[src/rtl/pipe_ctrl_if.sv]
`default_nettype none
// ============================================================================
// Module      : pipe_ctrl_if
// Description : Redirect, hold and JTAG control bundle between the front-end
//               sources and the pipeline control scheduler.
// Revision    : 1.0
// ============================================================================
interface pipe_ctrl_if;
    logic        jump_flag_ex_i;
    logic [31:0] jump_addr_ex_i;
    logic        int_assert_i;
    logic [31:0] int_addr_i;
    logic        hold_flag_ex_i;
    logic        hold_flag_clint_i;
    logic        hold_flag_rib_i;
    logic        jtag_halt_req_i;
    logic        jtag_reset_req_i;
    logic [2:0]  hold_flag_o;
    logic        jump_flag_o;
    logic [31:0] jump_addr_o;
    logic        jtag_reset_flag_o;
    logic        halted_o;
    logic        bus_timeout_o;

    modport master (
        output jump_flag_ex_i, jump_addr_ex_i, int_assert_i, int_addr_i,
               hold_flag_ex_i, hold_flag_clint_i, hold_flag_rib_i,
               jtag_halt_req_i, jtag_reset_req_i,
        input  hold_flag_o, jump_flag_o, jump_addr_o,
               jtag_reset_flag_o, halted_o, bus_timeout_o
    );

    modport slave (
        input  jump_flag_ex_i, jump_addr_ex_i, int_assert_i, int_addr_i,
               hold_flag_ex_i, hold_flag_clint_i, hold_flag_rib_i,
               jtag_halt_req_i, jtag_reset_req_i,
        output hold_flag_o, jump_flag_o, jump_addr_o,
               jtag_reset_flag_o, halted_o, bus_timeout_o
    );
endinterface
`default_nettype wire

[src/rtl/pipe_ctrl.sv]
`default_nettype none
// ============================================================================
// Module      : pipe_ctrl
// Description : Front-end stall/redirect scheduler with flush bubbles, JTAG
//               halt/reset sequencing and a sticky bus-hold watchdog.
// Revision    : 1.0
// ============================================================================
module pipe_ctrl #(
    parameter int FLUSH_CYCLES    = 2,
    parameter int JTAG_RST_CYCLES = 4,
    parameter int BUS_TIMEOUT     = 255
) (
    input  wire logic  clk,
    input  wire logic  rst,
    pipe_ctrl_if.slave bus
);

    typedef enum logic [1:0] {
        RUN     = 2'd0,
        HALT    = 2'd1,
        RST_SEQ = 2'd2
    } state_t;

    localparam int              c_flush_w   = (FLUSH_CYCLES > 0) ? $clog2(FLUSH_CYCLES + 1) : 1;
    localparam int              c_rst_w     = $clog2(JTAG_RST_CYCLES + 1);
    localparam logic [c_flush_w-1:0] c_flush_load = c_flush_w'(FLUSH_CYCLES);
    localparam logic [c_flush_w-1:0] c_flush_one  = c_flush_w'(1);
    localparam logic [c_rst_w-1:0]   c_rst_load   = c_rst_w'(JTAG_RST_CYCLES);
    localparam logic [c_rst_w-1:0]   c_rst_one    = c_rst_w'(1);
    localparam logic [15:0]          c_bus_to     = 16'(BUS_TIMEOUT);

    state_t               state_q, state_d;
    logic [c_flush_w-1:0] flush_cnt_q, flush_cnt_d;
    logic [c_rst_w-1:0]   rst_cnt_q, rst_cnt_d;
    logic [15:0]          wd_cnt_q, wd_cnt_d;
    logic                 bus_timeout_q, bus_timeout_d;
    logic                 halted_q, halted_d;
    logic                 jtag_rst_flag_q, jtag_rst_flag_d;

    logic                 w_jump;
    logic [31:0]          w_jump_addr;
    logic [2:0]           w_hold;

    // Redirect and hold are combinational so the PC loads the target next edge.
    always_comb begin
        w_jump      = 1'b0;
        w_jump_addr = 32'h0;
        if (!rst && state_q == RUN && (bus.int_assert_i || bus.jump_flag_ex_i)) begin
            w_jump      = 1'b1;
            w_jump_addr = bus.int_assert_i ? bus.int_addr_i : bus.jump_addr_ex_i;
        end

        w_hold = 3'd0;
        if (bus.hold_flag_rib_i) begin
            w_hold = 3'd1;
        end
        if (flush_cnt_q != '0) begin
            w_hold = 3'd2;
        end
        if (w_jump || bus.hold_flag_ex_i || bus.hold_flag_clint_i || state_q != RUN) begin
            w_hold = 3'd3;
        end
        if (rst) begin
            w_hold = 3'd0;
        end
    end

    always_comb begin
        state_d   = state_q;
        rst_cnt_d = rst_cnt_q;
        case (state_q)
            RUN: begin
                if (bus.jtag_reset_req_i) begin
                    state_d   = RST_SEQ;
                    rst_cnt_d = c_rst_load;
                end else if (bus.jtag_halt_req_i) begin
                    state_d = HALT;
                end
            end
            HALT: begin
                if (bus.jtag_reset_req_i) begin
                    state_d   = RST_SEQ;
                    rst_cnt_d = c_rst_load;
                end else if (!bus.jtag_halt_req_i) begin
                    state_d = RUN;
                end
            end
            RST_SEQ: begin
                if (bus.jtag_reset_req_i) begin
                    rst_cnt_d = c_rst_load;
                end else if (rst_cnt_q <= c_rst_one) begin
                    rst_cnt_d = '0;
                    state_d   = bus.jtag_halt_req_i ? HALT : RUN;
                end else begin
                    rst_cnt_d = rst_cnt_q - c_rst_one;
                end
            end
            default: begin
                state_d   = RUN;
                rst_cnt_d = '0;
            end
        endcase

        // Entering the reset sequence discards any pending refill bubbles.
        flush_cnt_d = flush_cnt_q;
        if (state_q != RST_SEQ && state_d == RST_SEQ) begin
            flush_cnt_d = '0;
        end else if (w_jump) begin
            flush_cnt_d = c_flush_load;
        end else if (flush_cnt_q != '0) begin
            flush_cnt_d = flush_cnt_q - c_flush_one;
        end

        wd_cnt_d = 16'h0;
        if (bus.hold_flag_rib_i) begin
            wd_cnt_d = (wd_cnt_q < c_bus_to) ? wd_cnt_q + 16'h1 : wd_cnt_q;
        end
        bus_timeout_d = bus_timeout_q || (bus.hold_flag_rib_i && wd_cnt_d == c_bus_to);

        halted_d        = (state_d == HALT);
        jtag_rst_flag_d = (state_d == RST_SEQ);
    end

    always_ff @(posedge clk) begin
        if (rst) begin
            state_q         <= RUN;
            flush_cnt_q     <= '0;
            rst_cnt_q       <= '0;
            wd_cnt_q        <= 16'h0;
            bus_timeout_q   <= 1'b0;
            halted_q        <= 1'b0;
            jtag_rst_flag_q <= 1'b0;
        end else begin
            state_q         <= state_d;
            flush_cnt_q     <= flush_cnt_d;
            rst_cnt_q       <= rst_cnt_d;
            wd_cnt_q        <= wd_cnt_d;
            bus_timeout_q   <= bus_timeout_d;
            halted_q        <= halted_d;
            jtag_rst_flag_q <= jtag_rst_flag_d;
        end
    end

    assign bus.jump_flag_o       = w_jump;
    assign bus.jump_addr_o       = w_jump_addr;
    assign bus.hold_flag_o       = w_hold;
    assign bus.jtag_reset_flag_o = jtag_rst_flag_q;
    assign bus.halted_o          = halted_q;
    assign bus.bus_timeout_o     = bus_timeout_q;

endmodule
`default_nettype wire

[src/flat_wrapper.sv]
// flat-port wrapper written by rule: the top's interface ports become plain ports
module pipe_ctrl_flat 
#(
    parameter int FLUSH_CYCLES    = 2,
    parameter int JTAG_RST_CYCLES = 4,
    parameter int BUS_TIMEOUT     = 255
)
  (clk, rst, bus_jump_flag_ex_i, bus_jump_addr_ex_i, bus_int_assert_i, bus_int_addr_i, bus_hold_flag_ex_i, bus_hold_flag_clint_i, bus_hold_flag_rib_i, bus_jtag_halt_req_i, bus_jtag_reset_req_i, bus_hold_flag_o, bus_jump_flag_o, bus_jump_addr_o, bus_jtag_reset_flag_o, bus_halted_o, bus_bus_timeout_o);
  pipe_ctrl_if bus_i ();
  input  wire logic clk;
  input  wire logic rst;
  input wire logic [$bits(bus_i.jump_flag_ex_i)-1:0] bus_jump_flag_ex_i;
  input wire logic [$bits(bus_i.jump_addr_ex_i)-1:0] bus_jump_addr_ex_i;
  input wire logic [$bits(bus_i.int_assert_i)-1:0] bus_int_assert_i;
  input wire logic [$bits(bus_i.int_addr_i)-1:0] bus_int_addr_i;
  input wire logic [$bits(bus_i.hold_flag_ex_i)-1:0] bus_hold_flag_ex_i;
  input wire logic [$bits(bus_i.hold_flag_clint_i)-1:0] bus_hold_flag_clint_i;
  input wire logic [$bits(bus_i.hold_flag_rib_i)-1:0] bus_hold_flag_rib_i;
  input wire logic [$bits(bus_i.jtag_halt_req_i)-1:0] bus_jtag_halt_req_i;
  input wire logic [$bits(bus_i.jtag_reset_req_i)-1:0] bus_jtag_reset_req_i;
  output wire logic [$bits(bus_i.hold_flag_o)-1:0] bus_hold_flag_o;
  output wire logic [$bits(bus_i.jump_flag_o)-1:0] bus_jump_flag_o;
  output wire logic [$bits(bus_i.jump_addr_o)-1:0] bus_jump_addr_o;
  output wire logic [$bits(bus_i.jtag_reset_flag_o)-1:0] bus_jtag_reset_flag_o;
  output wire logic [$bits(bus_i.halted_o)-1:0] bus_halted_o;
  output wire logic [$bits(bus_i.bus_timeout_o)-1:0] bus_bus_timeout_o;
  assign bus_i.jump_flag_ex_i = bus_jump_flag_ex_i;
  assign bus_i.jump_addr_ex_i = bus_jump_addr_ex_i;
  assign bus_i.int_assert_i = bus_int_assert_i;
  assign bus_i.int_addr_i = bus_int_addr_i;
  assign bus_i.hold_flag_ex_i = bus_hold_flag_ex_i;
  assign bus_i.hold_flag_clint_i = bus_hold_flag_clint_i;
  assign bus_i.hold_flag_rib_i = bus_hold_flag_rib_i;
  assign bus_i.jtag_halt_req_i = bus_jtag_halt_req_i;
  assign bus_i.jtag_reset_req_i = bus_jtag_reset_req_i;
  assign bus_hold_flag_o = bus_i.hold_flag_o;
  assign bus_jump_flag_o = bus_i.jump_flag_o;
  assign bus_jump_addr_o = bus_i.jump_addr_o;
  assign bus_jtag_reset_flag_o = bus_i.jtag_reset_flag_o;
  assign bus_halted_o = bus_i.halted_o;
  assign bus_bus_timeout_o = bus_i.bus_timeout_o;
  pipe_ctrl #(.FLUSH_CYCLES(FLUSH_CYCLES), .JTAG_RST_CYCLES(JTAG_RST_CYCLES), .BUS_TIMEOUT(BUS_TIMEOUT)) u_core (.clk(clk), .rst(rst), .bus(bus_i));
endmodule
[config.mk]
export PLATFORM = sky130hd
export DESIGN_NAME = pipe_ctrl_flat
export DESIGN_NICKNAME = d
export VERILOG_FILES = /design/src/rtl/pipe_ctrl_if.sv /design/src/rtl/pipe_ctrl.sv /design/src/flat_wrapper.sv
export SDC_FILE = /design/constraint.sdc
export NUM_CORES = 1
export LEC_CHECK = 0
export ABC_AREA = 1
export BUFFER_PORTS_ARGS = -buffer_cell sky130_fd_sc_hd__buf_4
export CAP_MARGIN = 20
export CORE_UTILIZATION = 48
export CTS_BUF_LIST = sky130_fd_sc_hd__clkbuf_8
export DETAILED_ROUTE_END_ITERATION = 8
export PLACE_DENSITY_LB_ADDON = 0.25
export SYNTH_ARGS = -nofsm -noshare
export SYNTH_HDL_FRONTEND = slang
export SYNTH_SLANG_ARGS = --single-unit
[constraint.sdc]
create_clock -name clk -period 2.45 [get_ports clk]
set_clock_uncertainty 0.05 [all_clocks]
set_input_delay 0 -clock clk [delete_from_list [all_inputs] [get_ports clk]]
set_output_delay 0 -clock clk [all_outputs]
set_load 0.01 [all_outputs]
==> flow_summary.json <==
{
  "design_power_total_w": 0.00109,
  "antenna_cells": 0,
  "cts_resized": 0,
  "cap_violations": 0,
  "synthCells": 311,
  "power_frac_seq_pct": 40.3,
  "grtUsageMet3_pct": 3.93,
  "synth_area_um2": 1840,
  "path_delay_family": "simple AND/OR/NAND/NOR gates",
  "finalSetupViolations": 0,
  "powerDensity_nw_per_um2": 396,
  "clock_sinks": 26,
  "cts_buffers": 3,
  "use_met1_pct": 30.7,
  "p_int_w": 0.000807,
  "io_pins": 112,
  "fin_crit_sh_pct": 69.6,
  "fill_cells": 297,
  "die_area_um2": 4080,
  "cp_slowest_cell": "dfxtp_1",
  "cts_tree": "built",
  "fin_nets": 492,
  "slew_violations": 0,
  "rows": 22,
  "track_usage_pct": 28.3,
  "ys.flop_type": "dfxtp_1",
  "p_switching_w": 0.000285,
  "final_util_pct": 75.3,
  "sw_frac_of_total_pct": 26.1,
  "clkTransAtPathRegs_ps": 90,
  "dp_hpwl_um": 4420,
  "ys_ff_latch": 26,
  "violations": "hold timing",
  "start_util_pct": 50.2,
  "cp_max_fo": 6,
  "drive_above_1_share_pct": 31.8,
  "min_path_type": "input pin to flop",
  "r2r_end": "u_core.bus.bus_timeout_o",
  "cts_buffer_depth": 2,
  "post-route-drc-count": 0,
  "grt-ovfl-total": 0,
  "grt_setup_unrepaired": "false",
  "wl_per_cell_um": 12.2,
  "worst-setup-path-type": "flop to flop",
  "crit_top_cell": "nand2_1",
  "critPathArrivalTime_ps": 1870,
  "root_buffer": "clkbuf_8",
  "p_comb_share_pct": 27.1,
  "h-tree-depth": 1,
  "startpoint": "u_core.wd_cnt_q[0]",
  "vdd_ir_drop_max_v": 0.000252,
  "synth_common_cells": "107 x nand2_1, 37 x a21oi_1, 36 x nor2_1, 35 x inv_1, 26 x dfxtp_1",
  "drt_iter0_drc": 180,
  "cp_cell_sequence": "ha_1 > nand3_2 > clkinv_2 > nand2_4 > nand2_4 > nand2_1 > nand3_1 > nor2_1 > nand2_1 > nor2_1 > nand2_1 > a21oi_2",
  "synth_top_area_cell": "dfxtp_1",
  "dr.pass1.iters": 5,
  "synth_warnings": 0,
  "viasPerCell": 5.00,
  "fp.dieW_um": 63.9,
  "core_um2": 3660,
  "ant_nets": 0,
  "end_kind": "flop",
  "synth_top_area_share_pct": 28.3,
  "hold_viol_final": 1,
  "routed_wl_um": 5630,
  "p_leak_nw": 1.44,
  "r2r_slack_ps": 750,
  "synth_nets": 387,
  "insertion_delay_ps": 270,
  "synth_edf_count": 0,
  "crit_end": "u_core.bus.bus_timeout_o",
  "grt_max_degree": 35,
  "status": "finished, violations left",
  "antenna_found_initial": 0,
  "numPortBuffers": 110,
  "ys_types": 32,
  "place_congestion": 0.875,
  "num_vias": 2313,
  "period_minus_slack_ps": 1700,
  "yosysSeqAreaShare_pct": 28.3,
  "die_y_um": 63.9,
  "grt_pass1_wl_um": 9240,
  "start_kind": "flop",
  "hp-start": "bus_jtag_reset_req_i",
  "grt_use_met2_pct": 54.3,
  "syn_to_final_growth_pct": 49.9,
  "avgSynthCellArea_um2": 5.91,
  "crit_buf_inv": 1,
  "clkPwrFrac_pct": 32.6,
  "async_reset_ff_share_pct": 0,
  "cp.depth": 12,
  "whs_ps": -2.44,
  "reg2regPathDepth": 12,
  "worst_ep_required_time_ps": 2610,
  "synth_most_common_cell": "nand2_1",
  "fmax_mhz": 587,
  "top_usage_layer": "met2",
  "cp_slowest_stage_delay_ps": 350,
  "grt_pass1_vias": 2207,
  "r2r_start": "u_core.wd_cnt_q[0]",
  "fin_setup_tns_ps": 0,
  "synth_area_leaders": "dfxtp_1 28%, nand2_1 22%, a21oi_1 10%"
}
[through the flow]
| step | worst slack [ps] | area, µm² | cells | hold slack [ps] |
|---|---|---|---|---|
| 2_1_floorplan | 936 | 1840 | 311 | 27.6 |
| 3_3_place_gp | 855 | 2660 | 457 | 188 |
| 3_5_place_dp | 798 | 2660 | 457 | 213 |
| 4_1_cts | 757 | 2760 | 463 | 2.95 |
| 5_1_grt | 608 | 2760 | 463 | 26.7 |
| 6_report | 745 | 2760 | 463 | -2.44 |
[layer usage]
layer | routed length (µm) | vias to the layer above | part of all wire [%]
met5 | 0 | - | 0
met4 | 112 | 0 | 2.0
met3 | 370 | 13 | 6.6
met2 | 2960 | 96 | 53
met1 | 2190 | 1027 | 39
li1 | - | 1177 | -
[kinds of logic (layout without fill, tap and decap cells)]
logic type	count (synthesis)	count (layout)	synth area share, %
other cells	1	1	0.204
xor+xnor	2	2	0.953
compound gates	48	48	14.0
fa+ha+maj	3	3	2.04
buf+inv	51	155	11.7
flops	26	26	28.3
simple gates	180	180	42.8
[placed cells by master (no fill, tap or decap), types with 2 or more instances in the layout]
cell type | synthesis | final
dfxtp_1 | 26 | 26
clkbuf_8 | 1 | 3
dlygate4sd3_1 | 0 | 2
nor3_1 | 9 | 9
ha_1 | 3 | 3
nand4_1 | 2 | 2
inv_1 | 35 | 35
nand2_2 | 4 | 4
o21ai_0 | 4 | 4
nor2_1 | 36 | 36
a21oi_1 | 37 | 37
nand2_4 | 2 | 2
o21ai_1 | 2 | 2
nand2_1 | 107 | 107
nand3_2 | 4 | 4
buf_4 | 1 | 112
xnor2_1 | 2 | 2
nand3_1 | 12 | 12
[layout make-up]
cell class / count / area, µm² / share of cell area [%]
inverter: 37 / 140 / 5.09
clock buffer: 3 / 41.3 / 1.50
timing repair buffer: 114 / 861 / 31.2
multi-input combinational: 234 / 1100 / 40.0
clock inverter: 1 / 30.0 / 1.09
tap: 48 / 60.1 / 2.18
sequential: 26 / 520 / 18.9
[worst min path at each step]
| stage | end | slack [ps] | depth (start not counted) |
|---|---|---|---|
| after detailed placement | u_core.state_q[0] | 210 | 3 |
| after global placement | u_core.state_q[0] | 190 | 3 |
| after CTS | u_core.bus.bus_timeout_o | 3 | 2 |
| final | u_core.state_q[1] | -2 | 3 |
| after global routing | u_core.bus.bus_timeout_o | 30 | 2 |
| after floorplan | u_core.wd_cnt_q[15] | 30 | 1 |
[state kept, by name, indices dropped and copies added (netlist names)]
name	count
u_core.wd_cnt_q	16
u_core.bus.jtag_reset_flag_o	1
u_core.flush_cnt_q	2
u_core.state_q	2
u_core.bus.halted_o	1
u_core.bus.bus_timeout_o	1
u_core.rst_cnt_q	3
[tightest hold or removal path, stage by stage]
cell and delay, ps:
buf_4 90, nor2_1 60, nor3_1 120
[power by group through the flow]
stage	logic, W	clock network [W]	registers, W
after floorplan	0.000131	0	0.000449
after global placement	0.000288	0	0.000449
after detailed placement	0.000293	0	0.000450
after CTS	0.000297	0.000361	0.000440
after global routing	0.000324	0.000378	0.000441
final	0.000296	0.000356	0.000440
[repair_timing]
action / CTS / global route
hold buffers: 2 / 0
setup buffers: 0 / 0
hold endpoints to repair: 3 / 0
No activity file was read; power rests on OpenSTA's default activity.
